--- src/rtl/fpu_pkg.sv ---
// Shared FPU definitions: binary32 field widths, special encodings, unpacked operand type.
// Pure declarations; no logic, no latency.
// No flow control; consumers are combinational or pipelined FPU units.
package fpu_pkg;

  localparam int EXP_W = 8;
  localparam int MAN_W = 23;
  localparam int BIAS  = 127;

  localparam logic [EXP_W-1:0] EXP_MAX = 8'hFF;
  localparam logic [31:0]      POS_INF = 32'h7F800000;
  localparam logic [31:0]      QNAN    = 32'h7FC00000;

  // Operand after decode: sign, biased exponent, 24-bit significand with hidden bit.
  typedef struct packed {
    logic             sign;
    logic [EXP_W-1:0] exp;
    logic [MAN_W:0]   sig;
  } fp_unpacked_t;

  // Split a binary32 word; the hidden bit is 0 for exp==0 so flushed denormals
  // never contribute significand bits.
  function automatic fp_unpacked_t fp_unpack(input logic [31:0] f);
    fp_unpacked_t u;
    u.sign = f[31];
    u.exp  = f[30:23];
    u.sig  = {(f[30:23] != '0), f[22:0]};
    return u;
  endfunction

endpackage

--- src/rtl/lzc24.sv ---
// Leading-zero counter over the 27-bit {significand, guard, round, sticky} word.
// Combinational, 0 cycles.
// No flow control; output follows input within the same evaluation.
module lzc24 #(
  parameter int W = 27
) (
  input  logic [W-1:0] i_val,
  output logic [4:0]   o_cnt
);

  // Scan from LSB upward so the highest set bit wins; all-zero input yields W.
  always_comb begin
    o_cnt = 5'(W);
    for (int i = 0; i < W; i++) begin
      if (i_val[i]) o_cnt = 5'(W - 1 - i);
    end
  end

endmodule

--- src/rtl/fadd.sv ---
// Binary32 adder: align, add/sub, normalize, round-nearest-even; denormals flushed.
// Combinational, 0 cycles from x1/x2 to y/ovf; clk/rstn carried for uniform FPU port lists.
// No handshake; y/ovf are always a pure function of the current operands.
module fadd
  import fpu_pkg::*;
(
  input  logic        clk,
  input  logic        rstn,
  input  logic [31:0] x1,
  input  logic [31:0] x2,
  output logic [31:0] y,
  output logic        ovf
);

  fp_unpacked_t w_a, w_b, w_l, w_s;
  logic         w_a_zero, w_a_inf, w_b_zero, w_b_inf;
  logic         w_swap, w_sub;
  logic [7:0]   w_diff;
  logic [49:0]  w_wide;
  logic [26:0]  w_big, w_small;
  logic [27:0]  w_sum;
  logic [4:0]   w_lz;
  logic [26:0]  w_norm;
  logic [9:0]   w_exp_n, w_exp_r;
  logic         w_up;
  logic [24:0]  w_rnd;
  logic [22:0]  w_frac;
  logic         w_unused;

  // Clock and reset have no state to drive in this combinational revision.
  assign w_unused = &{1'b0, clk, rstn};

  assign w_a      = fp_unpack(x1);
  assign w_b      = fp_unpack(x2);
  assign w_a_zero = (w_a.exp == '0);
  assign w_b_zero = (w_b.exp == '0);
  assign w_a_inf  = (w_a.exp == EXP_MAX);
  assign w_b_inf  = (w_b.exp == EXP_MAX);

  lzc24 u_lzc (
    .i_val (w_sum[26:0]),
    .o_cnt (w_lz)
  );

  // Order by magnitude, then align the smaller significand with guard/round/sticky.
  always_comb begin
    // For normal operands the {exp,man} bit pattern orders by magnitude.
    w_swap = (x2[30:0] > x1[30:0]);
    w_l    = w_swap ? w_b : w_a;
    w_s    = w_swap ? w_a : w_b;
    w_diff = w_l.exp - w_s.exp;
    w_wide = {w_s.sig, 26'b0} >> w_diff[4:0];
    w_big  = {w_l.sig, 3'b0};
    // Hidden bit is always set here, so a far-shifted operand still leaves sticky.
    if (w_diff >= 8'd26) w_small = 27'd1;
    else                 w_small = {w_wide[49:24], |w_wide[23:0]};
    w_sub  = w_l.sign ^ w_s.sign;
    w_sum  = w_sub ? ({1'b0, w_big} - {1'b0, w_small})
                   : ({1'b0, w_big} + {1'b0, w_small});
  end

  // Normalize: one right shift on carry-out, otherwise left by the leading-zero count.
  always_comb begin
    if (w_sum[27]) begin
      w_norm  = {w_sum[27:2], |w_sum[1:0]};
      w_exp_n = {2'b0, w_l.exp} + 10'd1;
    end else begin
      // Large left shifts only occur for diff<=1 where the sticky bit is zero.
      w_norm  = w_sum[26:0] << w_lz;
      w_exp_n = {2'b0, w_l.exp} - {5'b0, w_lz};
    end
  end

  // Round to nearest, ties to even; a carry out of the significand bumps the exponent.
  always_comb begin
    w_up    = w_norm[2] & (w_norm[3] | w_norm[1] | w_norm[0]);
    w_rnd   = {1'b0, w_norm[26:3]} + {24'b0, w_up};
    w_exp_r = w_exp_n + {9'b0, w_rnd[24]};
    w_frac  = w_rnd[24] ? w_rnd[23:1] : w_rnd[22:0];
  end

  // Select special results ahead of the arithmetic path.
  always_comb begin
    y   = 32'h0;
    ovf = 1'b0;
    if (w_a_inf && w_b_inf) begin
      y = (w_a.sign != w_b.sign) ? QNAN : {w_a.sign, POS_INF[30:0]};
    end else if (w_a_inf) begin
      y = {w_a.sign, POS_INF[30:0]};
    end else if (w_b_inf) begin
      y = {w_b.sign, POS_INF[30:0]};
    end else if (w_a_zero && w_b_zero) begin
      y = {w_a.sign & w_b.sign, 31'b0};
    end else if (w_a_zero) begin
      y = x2;
    end else if (w_b_zero) begin
      y = x1;
    end else if (w_sum == '0) begin
      y = 32'h0;
    end else if (w_exp_r[9] || (w_exp_r == '0)) begin
      y = {w_l.sign, 31'b0};
    end else if (w_exp_r >= 10'd255) begin
      y   = {w_l.sign, POS_INF[30:0]};
      ovf = 1'b1;
    end else begin
      y = {w_l.sign, w_exp_r[7:0], w_frac};
    end
  end

endmodule

--- config.mk ---
export PLATFORM = sky130hd
export DESIGN_NAME = fadd
export DESIGN_NICKNAME = d
export VERILOG_FILES = /design/src/rtl/fpu_pkg.sv /design/src/rtl/lzc24.sv /design/src/rtl/fadd.sv
export SDC_FILE = /design/constraint.sdc
export NUM_CORES = 1
export LEC_CHECK = 0
export ABC_AREA = 1
export BUFFER_PORTS_ARGS = -buffer_cell sky130_fd_sc_hd__buf_2
export CORE_MARGIN = 2
export CORE_UTILIZATION = 40
export DETAILED_ROUTE_END_ITERATION = 6
export SLEW_MARGIN = 20
export SYNTH_ARGS = -nofsm -noshare
export SYNTH_HDL_FRONTEND = slang
export SYNTH_HIERARCHICAL = 1
export SYNTH_SLANG_ARGS = --single-unit
--- constraint.sdc ---
create_clock -name vclk -period 33.5
set_input_delay 3.35 -clock vclk [all_inputs]
set_output_delay 3.35 -clock vclk [all_outputs]
set_load 0.01 [all_outputs]
Yosys cells after proc, flatten, opt, wreduce, memory -nomap -nowiden
Cells that the tools add are included.
{ "op_classes": {"reduce_logical": 11, "add_sub_neg": 7, "mux": 53, "shifts": 2, "n_lt_le_gt_ge": 3, "bitwise": 5, "eq_ne": 3} }
{ "ops": {"columns": ["operator", "count"], "rows": [
  ["$mux W32", 8],
  ["$mux W5", 16],
  ["$mux W33", 2],
  ["$mux W31", 2],
  ["$mux W27", 2],
  ["$shr A50 B5 Y50", 1],
  ["$mux W4", 8],
  ["$gt A31 B31 Y1", 1],
  ["$add A27 B27 Y28", 1],
  ["$logic_not A28 Y1", 1],
  ["$mux W28", 1],
  ["$sub A27 B27 Y28", 1],
  ["$shl A27 B5 Y27", 1],
  ["$add A24 B1 Y25", 1],
  ["$reduce_or A24 Y1", 1],
  ["$mux W23", 1],
  ["$eq A8 B8 Y1 const B", 2],
  ["$logic_not A8 Y1", 2],
  ["$reduce_bool A8 Y1", 2],
  ["$add A10 B1 Y10", 1],
  ["$ge A10 B8 Y1 const B", 1],
  ["$logic_not A10 Y1", 1],
  ["$mux W1", 10],
  ["$mux W10", 1],
  ["other kinds (12)", 16]
]} }
{ "word_totals": {"wordCells": 84, "register_bits": 0, "output_inout_bits": 33} }

Depth between registers and ports, before layout
{ "depth": {"ltp_word": 52, "mapped_depth": 95, "depth_no_buf": 94} }

By module
Netlist, hierarchy kept.
{ "modules_own_cells": {"columns": ["mod", "area_each_um2", "n_inst", "cells_each"], "rows": [
  ["fadd", 11140.7, 1, 2267],
  ["lzc24", 352.8, 1, 80]
]} }

Least setup slack after synthesis
No wires, ideal clock.
{ "synth_timing": {"path_type": "input -> output", "from": "input port x1[23]", "to": "output port y[19]", "arrival_ns": 12.407, "required_ns": 30.150, "path_buffers": 7, "setup_slack_ns": 17.743, "path_stages": 76, "path_cell_list": "inv_1 ha_1 buf_2 nand2_1 nor2_1 nand2_1 nor2_1 nand2_1 nand2_1 nor2_1 nand2_4 nand2_4 nand2_1 nand3_1 ha_1 buf_2 clkinv_1 clkbuf_1 (+40 left out) inv_1 nor2_2 nand4_1 nor2_1 nand4_2 nor2_4 ha_1 ha_1 nand3_1 nor3_2 xnor2_1 nor2_1 nand2_1 nand2_2 nor2_4 buf_6 nand4_1 a21oi_1"} }
{ "synth_lines": {"columns": ["element", "line_no", "source"], "rows": [
  ["start, declared", "fadd.sv:9", "input logic [31:0] x1,"],
  ["$gt A31 B31 Y1", "fadd.sv:48", "w_swap = (x2[30:0] > x1[30:0]);"],
  ["$mux W33 (on tied branches)", "fadd.sv:49, fadd.sv:50", null],
  ["$sub A8 B8 Y8", "fadd.sv:51", "w_diff = w_l.exp - w_s.exp;"],
  ["$shr A50 B5 Y50", "fadd.sv:52", "w_wide = {w_s.sig, 26'b0} >> w_diff[4:0];"],
  ["$reduce_or A24 Y1", "fadd.sv:56", "else w_small = {w_wide[49:24], |w_wide[23:0]};"],
  ["$mux W27", "fadd.sv:55", "if (w_diff >= 8'd26) w_small = 27'd1;"],
  ["$add A27 B27 Y28 / $sub A27 B27 Y28 (equally long branches)", "fadd.sv:59, fadd.sv:58", null],
  ["$mux W28 (*)", "fadd.sv:58", "w_sum = w_sub ? ({1'b0, w_big} - {1'b0, w_small})"],
  ["named net w_sum[24]", "fadd.sv:21", "logic [27:0] w_sum;"],
  ["(+3 left out)", null, null],
  ["named net w_lz[1]", "fadd.sv:22", "logic [4:0] w_lz;"],
  ["(+9 left out)", null, null],
  ["$mux W31 (*)", "fadd.sv:100", "end else if (w_exp_r[9] || (w_exp_r == '0)) begin"],
  ["$mux W32 (*)", "fadd.sv:98", "end else if (w_sum == '0) begin"],
  ["$mux W32 (*)", "fadd.sv:96", "end else if (w_b_zero) begin"],
  ["$mux W32 (*)", "fadd.sv:94", "end else if (w_a_zero) begin"],
  ["$mux W32 (*)", "fadd.sv:92", "end else if (w_a_zero && w_b_zero) begin"],
  ["$mux W32 (*)", "fadd.sv:90", "end else if (w_b_inf) begin"],
  ["$mux W32 (*)", "fadd.sv:88", "end else if (w_a_inf) begin"],
  ["$mux W32 (*)", "fadd.sv:86", "if (w_a_inf && w_b_inf) begin"],
  ["end, declared", "fadd.sv:11", "output logic [31:0] y,"]
]} }
Mark *: on every way through the listed nets, which the timed path passes. The rest lies on a longest branch.

Worst setup path in the final report
{ "layout_timing": {"from": "input port x1[23]", "to": "output port y[19]"} }
{ "layout_lines": {"columns": ["element", "line_no"], "rows": [
  ["$gt A31 B31 Y1", "fadd.sv:48"],
  ["$mux W33 (on tied branches)", "fadd.sv:49, fadd.sv:50"],
  ["$sub A8 B8 Y8", "fadd.sv:51"],
  ["$shr A50 B5 Y50", "fadd.sv:52"],
  ["$reduce_or A24 Y1", "fadd.sv:56"],
  ["$mux W27", "fadd.sv:55"],
  ["$add A27 B27 Y28 / $sub A27 B27 Y28 (equally long branches)", "fadd.sv:59, fadd.sv:58"],
  ["$mux W28 (*)", "fadd.sv:58"],
  ["named net w_sum[16]", "fadd.sv:21"],
  ["(+11 left out)", null],
  ["named net w_lz[0]", "fadd.sv:22"],
  ["(+9 left out)", null],
  ["$mux W31 (*)", "fadd.sv:100"],
  ["$mux W32 (*)", "fadd.sv:98"],
  ["$mux W32 (*)", "fadd.sv:96"],
  ["$mux W32 (*)", "fadd.sv:94"],
  ["$mux W32 (*)", "fadd.sv:92"],
  ["$mux W32 (*)", "fadd.sv:90"],
  ["$mux W32 (*)", "fadd.sv:88"],
  ["$mux W32 (*)", "fadd.sv:86"]
]} }
Marks and branches as above.

==> results.ini <==
[sta]
maxSlewHeadroom=0.226
rsz0062_at_grt=no
fin_crit_ns=20.21
fmax_mhz=49.5
drv_slew=0
finalCritPeriodShare=0.603
setup_viol=0
finalHoldViolations=0
finalSetupTns_ns=0
worst_slew_pin_slew_ns=1.15

[critical_path]
critPathCaptureType=primary output
crit_fanout=67
crit_path_start=x1[23]
crit_slowest_cell=clkinv_1
cp_slowest_stage_delay_ns=0.67
critPathKind=input pin to primary output
startpoint_type=input pin
crit_required_ns=30.15
arrival_ns=16.86
cp_common_cell=nand2_1

[global_routing]
grt-ovfl-total=0
grtUsageTotal=0.305
antenna_found_initial=0
grt_pass1_vias=14000
grt_max_degree=68
grt_pass1_wl_um=75000

[drt]
via_count=15500
routed_wl_um=47900
drt_pass1_iterations=7
drc_errors=0
drtAntennaViolNets=0
wl_per_cell_um=17.5
viasPerCell=5.65
detailedRoute.firstIterationViolations=1653

[final_layout]
area_delta_synth_final_pct=5.02
n_fill_cell=3328
nets=2520
numSequentialCells=0
multi_input_area_mm2=0.00979
clock_buffer_count=0
drive_gt1_frac=0.0852
diodes=0
seq_area_um2=0
fin_area_mm2=0.0121

[placed_design]
port-buffer-count=97
dp_hpwl_um=39000
placed_area_mm2=0.0121
globalplace.congestion=1.02

[logic_synthesis]
yosysSeqAreaShare=0
synth_cell_type_count=61
syn-num-nets=2507
synth.avg_cell_area_um2=4.90
syn-cell-area_mm2=0.0115
synth_top_cell_by_area=nand2_1
ys_warn_count=6
postSynthCellCount=2347
synth.area.top_cells=nand2_1 25%, nand3_1 18%, ha_1 10%
synth_top_cell_area_share=0.250

[hold_path]
hp-class=input pin to primary output
min_delay_path_depth=4
holdPathEnd=y[29]
worstHoldStart=x2[29]

[outcome]
status=completed

[power_and_ir_drop]
netSwitchingFraction=0.698
combPwrFrac=1.000
vdd_ir_drop_max_v=0.0000179
p_leak_nw=6.72
p_clk_frac=0
p_int_w=0.000198
p_switching_w=0.000456
seqPwrFrac=0
p_per_area_mw_per_mm2=54.1

[floorplan]
start_util=0.404
die_h_um=174
core-area_mm2=0.0285
rows=62
fp.dieW_um=174
io_pins=99
die_area_mm2=0.0301

[clocking]
cts_setup_buffers=0
cts_hold_buf=0
cts_resized=0

[flow_run]
cap_violations=0

==> worst max-delay path by stage <==
stage / end / slack [ns] / depth (start not counted)
after global placement: y[19] / 13.73 / 87
after CTS: y[19] / 13.60 / 90
final: y[19] / 13.29 / 91
after detailed placement: y[19] / 13.65 / 90
after floorplan: y[19] / 17.74 / 76
after global routing: y[19] / 12.13 / 91
==> Yosys cell counts (19+ instances only) <==
cell type,count
a21oi_1,136
nand4_1,28
buf_2,20
xor2_1,24
nor2_1,172
nand3_1,415
nor3_1,25
inv_1,288
clkbuf_1,47
o21ai_0,120
nand2_1,764
ha_1,92
inv_2,19
==> cell usage in the layout (no fill, tap or decap), drive strengths merged, types with 6 or more instances in the layout <==
| cell | synthesis | final |
|---|---|---|
| nand3 | 425 | 425 |
| buf | 55 | 114 |
| nor2 | 184 | 184 |
| xnor2 | 10 | 10 |
| nand4 | 29 | 29 |
| nor3 | 26 | 26 |
| ha | 92 | 92 |
| nand2 | 786 | 786 |
| xor2 | 25 | 25 |
| nor4 | 13 | 13 |
| o21a | 8 | 8 |
| a31oi | 6 | 6 |
| inv | 308 | 308 |
| a21oi | 140 | 140 |
| o21ai | 142 | 142 |
==> metrics by stage <==
step | setup WS [ns] | util | hold slack, ns | instances | power [W]
after floorplan | 17.74 | - | 6.86 | 2347 | 0.000457
after global placement | 13.73 | 0.424 | 7.08 | 2742 | 0.000629
after detailed placement | 13.65 | 0.424 | 7.10 | 2742 | 0.000633
after CTS | 13.60 | 0.424 | 7.10 | 2742 | 0.000637
after global routing | 12.13 | 0.424 | 7.11 | 2742 | 0.000722
final | 13.29 | 0.424 | 7.10 | 2742 | 0.000653
==> routing by layer <==
layer,share of wire,track usage,vias to the layer above
met3,0.074,0.0182,98
met5,0,0,-
li1,-,-,7681
met4,0.039,0.111,0
met2,0.45,0.506,666
met1,0.44,0.417,7042
==> power groups by stage <==
stage                     sequential [W]  clock [W]  combinational (W)
after floorplan                        0          0           0.000457
after global placement                 0          0           0.000629
after detailed placement               0          0           0.000633
after CTS                              0          0           0.000637
after global routing                   0          0           0.000722
final                                  0          0           0.000653
==> worst max-delay path: cells and delay by family <==
| kind | cells | cell delay [ns] |
|---|---|---|
| XOR/XNOR | 1 | 0.28 |
| adder cells (fa/ha/maj) | 6 | 1.61 |
| AO/OA/AOI/OAI | 10 | 1.42 |
| AND/OR/NAND/NOR | 56 | 6.95 |
| buffers and inverters | 18 | 3.17 |
==> cell type report <==
cell class | count | share of cell area
Tap cell | 384 | 0.0398
Timing Repair Buffer | 114 | 0.0508
Inverter | 313 | 0.0987
Multi-Input combinational cell | 1931 | 0.811
==> kinds of logic after synthesis <==
logic type      Yosys count  synth area share
compound gates          328             0.157
xor+xnor                 35            0.0273
fa+ha+maj                94             0.104
buf+inv                 416             0.151
simple gates           1474             0.561
Note: power is estimated with default switching activity, not from simulation.
